`config.mk`:
```
export PLATFORM = sky130hd
export DESIGN_NAME = square
export DESIGN_NICKNAME = d
export VERILOG_FILES = /design/src/rtl/square_pkg.sv /design/src/rtl/square_check.sv /design/src/rtl/square.sv
export SDC_FILE = /design/constraint.sdc
export NUM_CORES = 1
export LEC_CHECK = 0
export CELL_PAD_IN_SITES_DETAIL_PLACEMENT = 0
export CELL_PAD_IN_SITES_GLOBAL_PLACEMENT = 2
export CORE_ASPECT_RATIO = 1.4
export CORE_MARGIN = 2
export CORE_UTILIZATION = 27
export CTS_CLUSTER_DIAMETER = 150
export CTS_CLUSTER_SIZE = 14
export DETAILED_ROUTE_END_ITERATION = 7
export PLACE_DENSITY_LB_ADDON = 0.3
export SLEW_MARGIN = 20
export SYNTH_ARGS = -nofsm -noshare
export SYNTH_HDL_FRONTEND = slang
export SYNTH_SLANG_ARGS = --single-unit
```
`constraint.sdc`:
```
create_clock -name clk -period 1.4 [get_ports clk]
set_input_delay 0.35 -clock clk [delete_from_list [all_inputs] [get_ports clk]]
set_output_delay 0.35 -clock clk [all_outputs]
set_load 0.05 [all_outputs]
```
`src/rtl/square_pkg.sv`:
```
// rtl/square_pkg.sv - shared width default and incremental next-square helper
package square_pkg;

  localparam int SQ_W_DEFAULT = 4;

  // (x+1)^2 = x^2 + 2x + 1; callers cast the result down to their own 2W bits
  function automatic logic [63:0] sq_next(input logic [63:0] sq, input logic [63:0] x);
    return sq + (x << 1) + 64'd1;
  endfunction

endpackage

```
`src/rtl/square_check.sv`:
```
// rtl/square_check.sv - combinational check that a supplied square matches x*x
module square_check
  import square_pkg::*;
#(
  parameter int W = SQ_W_DEFAULT
) (
  input  logic [W-1:0]   i_x,
  input  logic [2*W-1:0] i_x_square,
  output logic           o_mismatch
);

  logic [2*W-1:0] w_prod;

  assign w_prod     = (2*W)'(i_x) * (2*W)'(i_x);
  assign o_mismatch = (w_prod != i_x_square);

endmodule

```
`src/rtl/square.sv`:
```
// rtl/square.sv - one-cycle incremental (x+1)^2 stage; SQUARE_CHECK_EN adds the x*x consistency flag
module square
  import square_pkg::*;
#(
  parameter int W = SQ_W_DEFAULT
) (
  input  logic           clk,
  input  logic           rst,
  input  logic           in_valid,
  input  logic [W-1:0]   x_,
  input  logic [2*W-1:0] x_square,
  output logic           out_valid,
  output logic [W-1:0]   x_inc,
  output logic [2*W-1:0] x_inc_square,
  output logic           sq_err
);

  logic           r_out_valid;
  logic [W-1:0]   r_x_inc;
  logic [2*W-1:0] r_x_inc_square;
  logic [2*W-1:0] w_next_sq;

  // Supplied square is trusted as-is; no multiply on the datapath
  assign w_next_sq = (2*W)'(sq_next(64'(x_square), 64'(x_)));

  always_ff @(posedge clk or negedge rst) begin
    if (!rst) begin
      r_out_valid    <= 1'b0;
      r_x_inc        <= '0;
      r_x_inc_square <= '0;
    end else begin
      r_out_valid <= in_valid;
      if (in_valid) begin
        r_x_inc        <= x_ + W'(1);
        r_x_inc_square <= w_next_sq;
      end
    end
  end

  assign out_valid    = r_out_valid;
  assign x_inc        = r_x_inc;
  assign x_inc_square = r_x_inc_square;

`ifdef SQUARE_CHECK_EN
  logic w_mismatch;
  logic r_sq_err;

  square_check #(.W(W)) u_check (
    .i_x        (x_),
    .i_x_square (x_square),
    .o_mismatch (w_mismatch)
  );

  always_ff @(posedge clk or negedge rst) begin
    if (!rst) begin
      r_sq_err <= 1'b0;
    end else if (in_valid) begin
      r_sq_err <= w_mismatch;
    end
  end

  assign sq_err = r_sq_err;
`else
  assign sq_err = 1'b0;
`endif

endmodule

```
==> reports/metrics.yaml <==
fin_crit_sh: 0.968
layout_commonest_cell: "buf_4"
muxShareOfSynthArea: 0.0738
maxCapViolCount: 0
drcViolationCount: 0
synth_flop_cell: "dfrtp_1"
vias: 711
cts.clk_slew.worst_paths_ns: 0.08
vias_per_cell: 4.59
synth_top_cell_by_area: "dfrtp_1"
routed_wl_mm: 1.97
max_freq_ghz: 0.738
worstSetupEndpointType: "flop"
synthesis.nets: 93
path_class: "in -> reg"
n_fill_cell: 260
path_max_fanout: 3
yosys-top-cells-area: "dfrtp_1, ha_1, mux2_2, a21oi_1, xnor2_1"
path_cells: "buf_8 -> inv_4 -> fa_2 -> and2b_2 -> o31ai_4 -> a2111o_1 -> nand3_1"
clock_sinks: 13
synth_edf_count: 0
grt_util_all_layers: 0.142
grt_pass1_wl_mm: 3.47
die_w_um: 48.9
port_buffers: 27
synth-simple-area-share: 0.125
ctsRootBufferMaster: "clkbuf_4"
place.gp.congestion: 0.734
power.leakage_nw: 0.641
synth_top_area_frac: 0.426
num_rows: 22
clk_latency_ns: 0.28
ys_types: 28
cp_slowest_cell: "fa_2"
first_global_vias: 812
synthXorXnorAreaFrac: 0.0459
n_antenna_cell: 0
setup_viol: 0
drive_gt1_frac: 0.479
syn-cell-area_um2: 763
power_w: 0.00146
die_height_um: 66.9
finalMaxSlewViolations: 0
die_area_um2: 3270
core_area_um2: 2670
status: "complete, no violations"
finalHoldViolCount: 0
most-common-layout-cells: "buf_4, dfrtp_1, buf_12"
postPlaceCellArea_um2: 1340
p_per_area_nw_per_um2: 1000
numCtsBuffers: 3
start_util: 0.286
syn2layout_area_growth_pct: 91.0
irDropWorstVdd_mv: 0.606
hold_path.class: "in -> async"
grt_overflow: 0
antenna_found_initial: 0
async_flop_share: 1.00
cts-htree-levels: 1
ys_seq_elements: 13
synth_fa_ha_area_frac: 0.108
yosysWarnings: 0
ant_nets: 0
synth_compound_area_frac: 0.148
avgSynthCellArea_um2: 10.6
cp_data_arrival_time_ns: 1.58
fin_hold_ws_ns: 0.366
layout.nets: 141
first_iter_violations: 5
cts_tree: "built"
ys_seq_area_frac: 0.426
wl_per_cell_um: 12.7
cp-start-kind: "primary input"
rsz0062_at_grt: "true"
io_pins: 29
dp.final_hpwl_mm: 1.57
required_ns: 1.62
first_pass_iters: 2
fin_area_um2: 1460
synth_top_family_by_area: "compound AO/OA/AOI/OAI gates"
period_minus_slack_ns: 1.36
synthCells: 72
finalClockSkew_ns: 0
max_stage_delay_ns: 0.37
cts_buffer_depth: 2
grt_max_degree: 14
sequential cells by signal, indices dropped and copies added (netlist names):
signal / flops
out_valid: 1
x_inc: 4
x_inc_square: 8
routing by layer:
metal | track usage | vias up | wire [um]
li1 | - | 347 | -
met1 | 0.135 | 342 | 714
met2 | 0.288 | 17 | 1130
met3 | 0.0224 | 5 | 75
met4 | 0.0750 | 0 | 46
met5 | 0 | - | 0
cell usage after synthesis, types with 2 or more instances:
| cell | n |
|---|---|
| nand3_1 | 3 |
| buf_6 | 2 |
| dfrtp_1 | 13 |
| ha_1 | 5 |
| a21oi_1 | 6 |
| xnor2_1 | 3 |
| inv_1 | 6 |
| nand2_1 | 4 |
| nand4_1 | 4 |
| and3_1 | 2 |
| nor2_1 | 2 |
| o21a_1 | 2 |
| mux2_2 | 5 |
cell type report:
cell class	count	area, um^2	share of cell area
Clock buffer	4	26.3	0.0180
Multi-Input combinational cell	50	474	0.325
Sequential cell	13	325	0.223
Timing Repair Buffer	46	554	0.380
Inverter	6	32.5	0.0223
Tap cell	36	45.0	0.0309
final timing paths:
kind	start	endpoint	slack, ns	cells past startpoint
worst max-delay path	x_square[0]	x_inc_square[6]	0.04	7
max in group asynchronous	rst	x_inc_square[6]	0.87	2
min in group clk	x_square[0]	x_inc_square[0]	0.38	3
worst min register to register	x_inc_square[1]	x_inc_square[1]	0.55	2
worst max register to register	x_inc_square[0]	x_inc_square[0]	0.59	1
worst min-delay path	rst	x_inc[3]	0.37	2
repair_timing:
item | in CTS | in global routing
setup buffers | 1 | 1
endpoints found under the setup margin | 7 | 3
resized for setup | 36 | 5
hold endpoints to repair | 0 | 0
gates cloned | 0 | 0
hold buffers | 0 | 0
pin swaps | 9 | 3
per-stage QoR:
stage	utilization	setup TNS, ns	setup slack [ns]	instances
after floorplan	-	-0.121	-0.117	72
after global placement	0.501	-4.74	-0.756	149
after detailed placement	0.501	-4.99	-0.784	149
after CTS	0.536	-0.0242	-0.0211	154
after global routing	0.546	-0.0169	-0.0107	155
final	0.546	0	0.0449	155
critical path, delay by kind of cell:
kind | cells | cell delay [ns]
AO/OA/AOI/OAI | 2 | 0.44
adder cells (fa/ha/maj) | 1 | 0.37
AND/OR/NAND/NOR | 2 | 0.32
buffers and inverters | 2 | 0.11
cells by family after synthesis:
group | after synthesis
AND/OR/NAND/NOR | 18
AO/OA/AOI/OAI | 16
flip-flops | 13
buffers and inverters | 9
adder cells (fa/ha/maj) | 6
multiplexers | 5
XOR/XNOR | 4
other | 1
where the power goes:
group          internal, W  switching, W  leakage (nW)  total [W]
logic             0.000379      0.000350         0.473   0.000729
registers         0.000430     0.0000590         0.152   0.000489
clock network     0.000111      0.000134        0.0150   0.000245
Note: power is estimated with default switching activity, not from simulation.
